===== src/rtl/decode_center.sv =====
// Post-decode centering stage: streams RAM digits out as centered signed coefficients.
// Define DECODE_ROUNDED_EN to decode the Rounded format (c = 3r - HALFQ) instead of Rq.
module decode_center #(
  parameter int D_SIZE     = 13,
  parameter int DEPTH      = 10,
  parameter int P          = 761,
  parameter int Q          = 4591,
  parameter int FIFO_DEPTH = 4
) (
  input  logic              clk,
  input  logic              rst,
  input  logic              start,
  output logic              busy,
  output logic              done,
  output logic              err,
  output logic [DEPTH-1:0]  cd_rd_addr,
  input  logic [D_SIZE-1:0] cd_rd_data,
  output logic [D_SIZE-1:0] out_data,
  output logic              out_valid,
  input  logic              out_ready,
  output logic              out_last
);

  localparam int W     = D_SIZE + 2;
  localparam int HALFQ = (Q - 1) / 2;
  localparam int PW    = $clog2(FIFO_DEPTH);
  localparam int CW    = PW + 1;
`ifdef DECODE_ROUNDED_EN
  localparam int RLIM  = (Q + 2) / 3;
`else
  localparam int RLIM  = Q;
`endif
  localparam logic signed [W-1:0] HALFQ_W   = W'(HALFQ);
  localparam logic signed [W-1:0] RLIM_W    = W'(RLIM);
  localparam logic [DEPTH-1:0]    LAST_ADDR = DEPTH'(P - 1);

  typedef enum logic [1:0] {IDLE, READ, DRAIN, FIN} state_t;

  state_t              state_q, state_d;
  logic [DEPTH-1:0]    cd_rd_addr_q, cd_rd_addr_d;
  logic                vld1_q, vld1_d, last1_q, last1_d;
  logic                vld2_q, vld2_d, last2_q, last2_d;
  logic [D_SIZE-1:0]   conv_q, conv_d;
  logic                err_q, err_d;
  logic [CW-1:0]       count_q, count_d;
  logic [PW-1:0]       wr_ptr_q, wr_ptr_d, rd_ptr_q, rd_ptr_d;
  logic [D_SIZE:0]     mem_q [FIFO_DEPTH];
  logic [D_SIZE:0]     mem_d [FIFO_DEPTH];

  logic                credit_ok, issue, is_last_iss, push, pop, oor;
  logic [DEPTH-1:0]    iss_addr;
  logic [1:0]          inflight;
  logic signed [W-1:0] r_ext, diff;
  logic [D_SIZE-1:0]   conv_val;

  // Reads already issued but not yet in the FIFO count against its free space,
  // so a stalled consumer can never cause a push into a full FIFO.
  assign inflight    = {1'b0, vld1_q} + {1'b0, vld2_q};
  assign credit_ok   = (int'(count_q) + int'(inflight)) < FIFO_DEPTH;
  assign iss_addr    = (state_q == IDLE) ? '0 : cd_rd_addr_q + DEPTH'(1);
  assign is_last_iss = (iss_addr == LAST_ADDR);
  assign issue       = ((state_q == IDLE) && start) || ((state_q == READ) && credit_ok);
  assign push        = vld2_q;
  assign pop         = out_valid && out_ready;

  assign r_ext = signed'({2'b00, cd_rd_data});
`ifdef DECODE_ROUNDED_EN
  assign diff  = (r_ext <<< 1) + r_ext - HALFQ_W;
`else
  assign diff  = r_ext - HALFQ_W;
`endif
  // The digit compare guards against x3 wrap-around; the diff compare is exact for in-width values.
  assign oor      = (r_ext >= RLIM_W) || (diff > HALFQ_W);
  assign conv_val = oor ? HALFQ_W[D_SIZE-1:0] : diff[D_SIZE-1:0];

  always_ff @(posedge clk or posedge rst) begin
    if (rst) begin
      state_q <= IDLE;
    end else begin
      state_q <= state_d;
    end
  end

  always_comb begin
    state_d = state_q;
    unique case (state_q)
      IDLE:    if (start) state_d = READ;
      READ:    if (issue && is_last_iss) state_d = DRAIN;
      DRAIN:   if (pop && out_last) state_d = FIN;
      FIN:     state_d = IDLE;
      default: state_d = IDLE;
    endcase
  end

  always_comb begin
    busy = (state_q != IDLE);
    done = (state_q == FIN);
  end

  always_comb begin
    cd_rd_addr_d = issue ? iss_addr : cd_rd_addr_q;
    vld1_d       = issue;
    last1_d      = issue && is_last_iss;
    vld2_d       = vld1_q;
    last2_d      = last1_q;
    conv_d       = vld1_q ? conv_val : conv_q;
    err_d        = err_q;
    if ((state_q == IDLE) && start) begin
      err_d = 1'b0;
    end else if (vld1_q && oor) begin
      err_d = 1'b1;
    end
    mem_d = mem_q;
    if (push) begin
      mem_d[wr_ptr_q] = {last2_q, conv_q};
    end
    wr_ptr_d = push ? wr_ptr_q + PW'(1) : wr_ptr_q;
    rd_ptr_d = pop  ? rd_ptr_q + PW'(1) : rd_ptr_q;
    count_d  = count_q + CW'(push) - CW'(pop);
  end

  always_ff @(posedge clk or posedge rst) begin
    if (rst) begin
      cd_rd_addr_q <= '0;
      vld1_q       <= 1'b0;
      last1_q      <= 1'b0;
      vld2_q       <= 1'b0;
      last2_q      <= 1'b0;
      conv_q       <= '0;
      err_q        <= 1'b0;
      count_q      <= '0;
      wr_ptr_q     <= '0;
      rd_ptr_q     <= '0;
      for (int unsigned i = 0; i < FIFO_DEPTH; i++) begin
        mem_q[i] <= '0;
      end
    end else begin
      cd_rd_addr_q <= cd_rd_addr_d;
      vld1_q       <= vld1_d;
      last1_q      <= last1_d;
      vld2_q       <= vld2_d;
      last2_q      <= last2_d;
      conv_q       <= conv_d;
      err_q        <= err_d;
      count_q      <= count_d;
      wr_ptr_q     <= wr_ptr_d;
      rd_ptr_q     <= rd_ptr_d;
      mem_q        <= mem_d;
    end
  end

  assign cd_rd_addr = cd_rd_addr_q;
  assign err        = err_q;
  assign out_valid  = (count_q != '0);
  assign out_data   = mem_q[rd_ptr_q][D_SIZE-1:0];
  assign out_last   = out_valid && mem_q[rd_ptr_q][D_SIZE];

endmodule


===== config.mk =====
export PLATFORM = sky130hd
export DESIGN_NAME = decode_center
export DESIGN_NICKNAME = d
export VERILOG_FILES = /design/src/rtl/decode_center.sv
export SDC_FILE = /design/constraint.sdc
export NUM_CORES = 1
export LEC_CHECK = 0
export ABC_AREA = 1
export BUFFER_PORTS_ARGS = -buffer_cell sky130_fd_sc_hd__buf_2
export CAP_MARGIN = 10
export CORE_MARGIN = 5
export CORE_UTILIZATION = 40
export CTS_CLUSTER_DIAMETER = 120
export DETAILED_ROUTE_END_ITERATION = 10
export PLACE_DENSITY_LB_ADDON = 0.08
export SLEW_MARGIN = 20
export SYNTH_ARGS = -nofsm -noshare
export SYNTH_HDL_FRONTEND = slang
export SYNTH_SLANG_ARGS = --single-unit

===== constraint.sdc =====
create_clock -name clk -period 4.45 [get_ports clk]
set_clock_uncertainty 0.2 [all_clocks]
set_input_delay 0.445 -clock clk [delete_from_list [all_inputs] [get_ports clk]]
set_output_delay 0.445 -clock clk [all_outputs]
set_load 0.03 [all_outputs]

# Yosys cells after proc, flatten, opt, wreduce, memory -nomap -nowiden
# Index checks and enable logic that the tools add are counted.
totals:
  register_bits: 93
  latch_bits: 0
  ramBits: 0
  rom_bits: 0
  input_bits: 17
  output_inout_bits: 28
  elab_cells: 67
  n_memories: 0
op_classes:
  addsub: 8
  mul: 0
  n_div: 0
  order_cmp: 6
  n_eq_ne: 7
  shift: 0
  n_mux: 14
  bitwise: 2
  reduce_logical: 15
ops:
  columns: ["operator", "n"]
  rows:
  - ["56-bit bitwise mux", 1]
  - ["14-bit two-way mux", 3]
  - ["14-bit binary-select mux with 2-bit select", 1]
  - ["14-bit demux with 2-bit select", 1]
  - ["14-bit by 13-bit greater-than comparator with 1-bit output, second input constant", 1]
  - ["13-bit by 12-bit subtractor with 14-bit output, second input constant", 1]
  - ["13-bit greater-or-equal comparator, second input constant", 1]
  - ["13-bit two-way mux", 1]
  - ["10-bit by 1-bit adder with 10-bit output, second input constant", 1]
  - ["10-bit == test, second input constant", 1]
  - ["10-bit two-way mux", 1]
  - ["1-bit logical AND", 8]
  - ["2-bit case mux with 4 select lines", 1]
  - ["3-bit greater-or-equal comparator, second input constant", 2]
  - ["2-bit two-way mux", 3]
  - ["2-bit inequality test, second input constant", 3]
  - ["2-bit inverter with 3-bit output", 2]
  - ["2-bit by 1-bit adder with 2-bit output, second input constant", 2]
  - ["3-bit by 2-bit adder with 4-bit output", 1]
  - ["2-bit == test, second input constant", 2]
  - ["4-bit by 3-bit < comparator with 1-bit output, second input constant", 1]
  - ["2-bit nonzero test", 2]
  - ["3-bit by 1-bit adder with 3-bit output", 1]
  - ["3-bit by 1-bit < comparator with 1-bit output, second input constant", 1]
  - ["8 further kinds", 10]

# Logic depth before layout (Yosys ltp)
logic_depth:
  word_depth: 8
  ltp_mapped: 14
  ltp_nobuf: 14

# Least setup slack after synthesis
# Ideal clock, no wire load.
synth_timing:
  path_type: "register to register"
  start: "reg count_q[1]"
  end: "reg count_q[2]"
  setup_time_ns: 0.122
  arrival_ns: 1.993
  path_slack_ns: 2.136
  path_stages_with_launch: 11
  period_less_slack_ns: 2.314
  cell_sequence: "dfrtp_1 -> nor3_1 -> inv_1 -> nand2_1 -> inv_1 -> ha_1 -> inv_1 -> ha_1 -> inv_1 -> fa_1 -> xor2_1"
synth_between:
  elab_chain_len: 3
synth_lines:
  columns: ["item", "line", "source"]
  rows:
  - ["start: declaration", "45", "logic [CW-1:0] count_q, count_d;"]
  - ["start signal: assignment", "145", "count_q <= count_d;"]
  - ["3-bit nonzero test", "154", "assign out_valid = (count_q != '0);"]
  - ["net out_valid", "19", "output logic out_valid,"]
  - ["1-bit logical AND", "64", "assign pop = out_valid && out_ready;"]
  - ["net pop", "50", "logic credit_ok, issue, is_last_iss, push, pop, oor;"]
  - ["3-bit by 1-bit subtractor with 3-bit output", "119", "count_d = count_q + CW'(push) - CW'(pop);"]
  - ["net count_d[2]", "45", null]
# The timed path passes the listed nets, and every way through them passes these cells.
# A chain may end at the register's enable or synchronous reset.

# Final worst setup path
layout_timing:
  start: "reg rd_ptr_q[1]"
  end: "out out_last"
layout_between:
  elab_chain_len: 5
layout_lines:
  columns: ["item", "line", "source"]
  rows:
  - ["start: declaration", "46", "logic [PW-1:0] wr_ptr_q, wr_ptr_d, rd_ptr_q, rd_ptr_d;"]
  - ["start signal: assignment", "147", "rd_ptr_q <= rd_ptr_d;"]
  - ["2-bit inverter with 3-bit output (implied by the code)", "156", "assign out_last = out_valid && mem_q[rd_ptr_q][D_SIZE];"]
  - ["14-bit binary-select mux with 2-bit select", "156", null]
  - ["14-bit two-way mux (implied by the code) (2 in a row)", "156", null]
  - ["1-bit logical AND", "156", null]
  - ["end: declaration", "21", "output logic out_last"]
# Every way passes these cells. The select of a mux whose other input is x is not followed.

==> impl_metrics.json <==
{
  "outcome": "finished, final reports clean",
  "clock_latency_ns": 0.34,
  "syn_inst": 588,
  "firstDrtPassIters": 4,
  "seqPwrFrac_pct": 37.3,
  "area_growth_pct": 13.61,
  "cp.depth": 5,
  "p_leak_nw": 2.688,
  "yosys.area_share.simple_pct": 23.05,
  "htree_levels": 3,
  "slew_headroom_pct": 38.71,
  "critical_path_required_ns": 3.81,
  "power_mw": 3.836,
  "grt_pass1_vias": 3739,
  "p_per_area_mw_per_mm2": 721.6,
  "grt_start_max_net_pins": 57,
  "drt_iter0_drc": 191,
  "die_y_um": 118.1,
  "wl_per_cell_um": 13.92,
  "postCtsSetupRepairBufs": 0,
  "numCtsBuffers": 9,
  "clkSinkCount": 93,
  "max_freq_mhz": 361.7,
  "drive_above_1_share_pct": 12.54,
  "setup_viol": 0,
  "drv_slew": 0,
  "cts_root_buffer": "clkbuf_16",
  "min_path_type": "in -> async",
  "antenna_left": 0,
  "fin_area_mm2": 0.005315,
  "dp.cells": 757,
  "synth_top_family_by_area": "simple AND/OR/NAND/NOR gates",
  "grt_pass1_wl_um": 18370,
  "fin_nets": 659,
  "finalHoldViolCount": 0,
  "num_rows": 39,
  "critPathBufInv": 2,
  "gp_congestion": 0.8270,
  "r2r_start": "vld1_q",
  "synth_cell_types": 29,
  "num_io_pins": 45,
  "critPathLaunchType": "register",
  "ff2ff_setup_slack_ns": 2.06,
  "overflow": 0,
  "crit_slowest_cell": "dfrtp_1",
  "final_common_cell": "nand2_1",
  "avgSynthCellArea_um2": 7.956,
  "fin_crit_ns": 2.765,
  "clkPwrFrac_pct": 20.2,
  "clockBufferDepth": 2,
  "cts.repair.resized": 0,
  "final_cell_mix": "nand2_1, o21ai_0, dfrtp_1",
  "start_util_pct": 40.97,
  "synth_nets": 622,
  "startpoint": "rd_ptr_q[1]",
  "clk_pin_slew_ns": 0.07,
  "post_dp_cell_area_mm2": 0.005011,
  "worst_ep_arrival_time_ns": 2.12,
  "drc_errors": 0,
  "synth.ff_latch_count": 93,
  "critical_path.top_delay_family": "flip-flops",
  "worstSetupEndpointType": "output pin",
  "port_buffers": 44,
  "period_share_pct": 62.13,
  "ys_seq_area_share_pct": 49.75,
  "fin_cells": 773,
  "r2r_end": "state_q[1]",
  "fp.coreArea_mm2": 0.01142,
  "die_area_mm2": 0.01396,
  "peakVddDrop_mv": 0.3220,
  "hpwl_um": 7395,
  "drt_wl_total_um": 10760,
  "n_antenna_cell": 0,
  "synth_xor_area_share_pct": 0.9361,
  "vias": 3837,
  "worst_slew_pin_slew_ns": 0.9171,
  "postCtsHoldBufs": 0,
  "synthAdderAreaFrac_pct": 4.707,
  "reg2reg_depth": 11,
  "crit_fanout": 16,
  "vias_per_cell": 4.964,
  "synth_warnings": 0,
  "final.fill_count": 1180,
  "path_cells": "inv_1 > nor2_1 > o21ai_0 > a21oi_1 > buf_2",
  "grtUsageTotal_pct": 15.93,
  "crit_path_max_incr_delay_ns": 0.65,
  "setup_tns_ns": 0,
  "die_w_um": 118.1,
  "cts_tree": "built",
  "combPwrFrac_pct": 42.5,
  "drv_cap": 0,
  "p_int_mw": 2.143,
  "rsz0062_at_grt": "false",
  "syn_area_mm2": 0.004678,
  "swShare_pct": 44.12,
  "synth_compound_area_share_pct": 14.63,
  "power.switching_mw": 1.692,
  "synthMuxAreaShare_pct": 0,
  "antenna_found_initial": 0,
  "worstSetupPathType": "reg -> out"
}
[worst max path at each step]
stage | to | slack, ns
after floorplan | cd_rd_addr[0] | 1.38
after detailed placement | out_last | 1.98
after global placement | out_last | 2.05
after CTS | out_last | 1.59
final | out_last | 1.69
after global routing | out_last | 1.48
[cells in the mapped netlist, drive strengths merged]
library cell | instances | area (µm²)
a21o | 1 | 7.510
a21oi | 11 | 58.81
a31oi | 2 | 12.51
buf | 7 | 37.54
clkbuf | 14 | 52.55
clkinv | 2 | 8.750
dfrtp | 93 | 2327
fa | 1 | 20.02
ha | 16 | 200.2
inv | 60 | 225.2
nand2 | 155 | 604.3
nand3 | 29 | 160.2
nand3b | 1 | 7.510
nand4 | 7 | 43.79
nor2 | 63 | 241.5
nor3 | 3 | 15.01
o21ai | 104 | 524.3
o22ai | 13 | 81.33
or2 | 1 | 6.260
xor2 | 5 | 43.79
[registers in the layout (all words and copies together) (netlist names)]
| register | flops |
|---|---|
| cd_rd_addr | 10 |
| conv_q | 13 |
| count_q | 3 |
| err | 1 |
| last1_q | 1 |
| last2_q | 1 |
| mem_q | 56 |
| push | 1 |
| rd_ptr_q | 2 |
| state_q | 2 |
| vld1_q | 1 |
| wr_ptr_q | 2 |
[logic make-up (layout without fill, tap and decap cells)]
group | Yosys count | in the layout
simple gates | 259 | 259
compound gates | 131 | 131
flops | 93 | 93
buf+inv | 83 | 125
fa+ha+maj | 17 | 17
xor+xnor | 5 | 5
[metrics by stage]
stage               setup slack, ns  util, %  hold WS [ns]
finish                        1.685    46.55       0.01753
floorplan                     1.385        -        0.1312
CTS                           1.593    46.54        0.1150
global placement              2.054    43.89        0.1686
global route                  1.478    46.55       0.07865
detailed placement            1.977    43.89        0.1604
[layer usage]
metal  up-vias  GRT usage, %  wire [µm]
li1       1976             -          -
met1      1803         22.09       5258
met2        53         25.07       5081
met3         5         3.391        352
met4         0         4.946         67
met5         -             0          0
[worst register-to-register path, cell delays in order (launching register included)]
cell	delay (ns)
dfrtp_1	0.36
buf_4	0.20
ha_1	0.30
a21o_1	0.18
o21ai_0	0.07
nand3_1	0.09
nand2_1	0.37
nand4_1	0.20
nand2_2	0.12
nand2_1	0.07
nand2_1	0.06
nand2_1	0.05
[power by group through the flow]
stage	clock network, mW	logic, mW	registers [mW]
after floorplan	0	1.24	1.39
after detailed placement	0	1.66	1.44
final	0.773	1.63	1.43
after CTS	0.799	1.66	1.43
after global placement	0	1.63	1.43
after global routing	0.833	1.86	1.48
[area by class of cell]
class	instances	area, µm²	area share, %
clock inverter	5	60.06	1.130
sequential	93	2327	43.79
timing repair buffer	47	242.7	4.567
tap	143	178.9	3.366
multi-input combinational	412	2027	38.14
inverter	62	236.5	4.449
clock buffer	11	242.7	4.567
(Power assumes the default switching activity.)
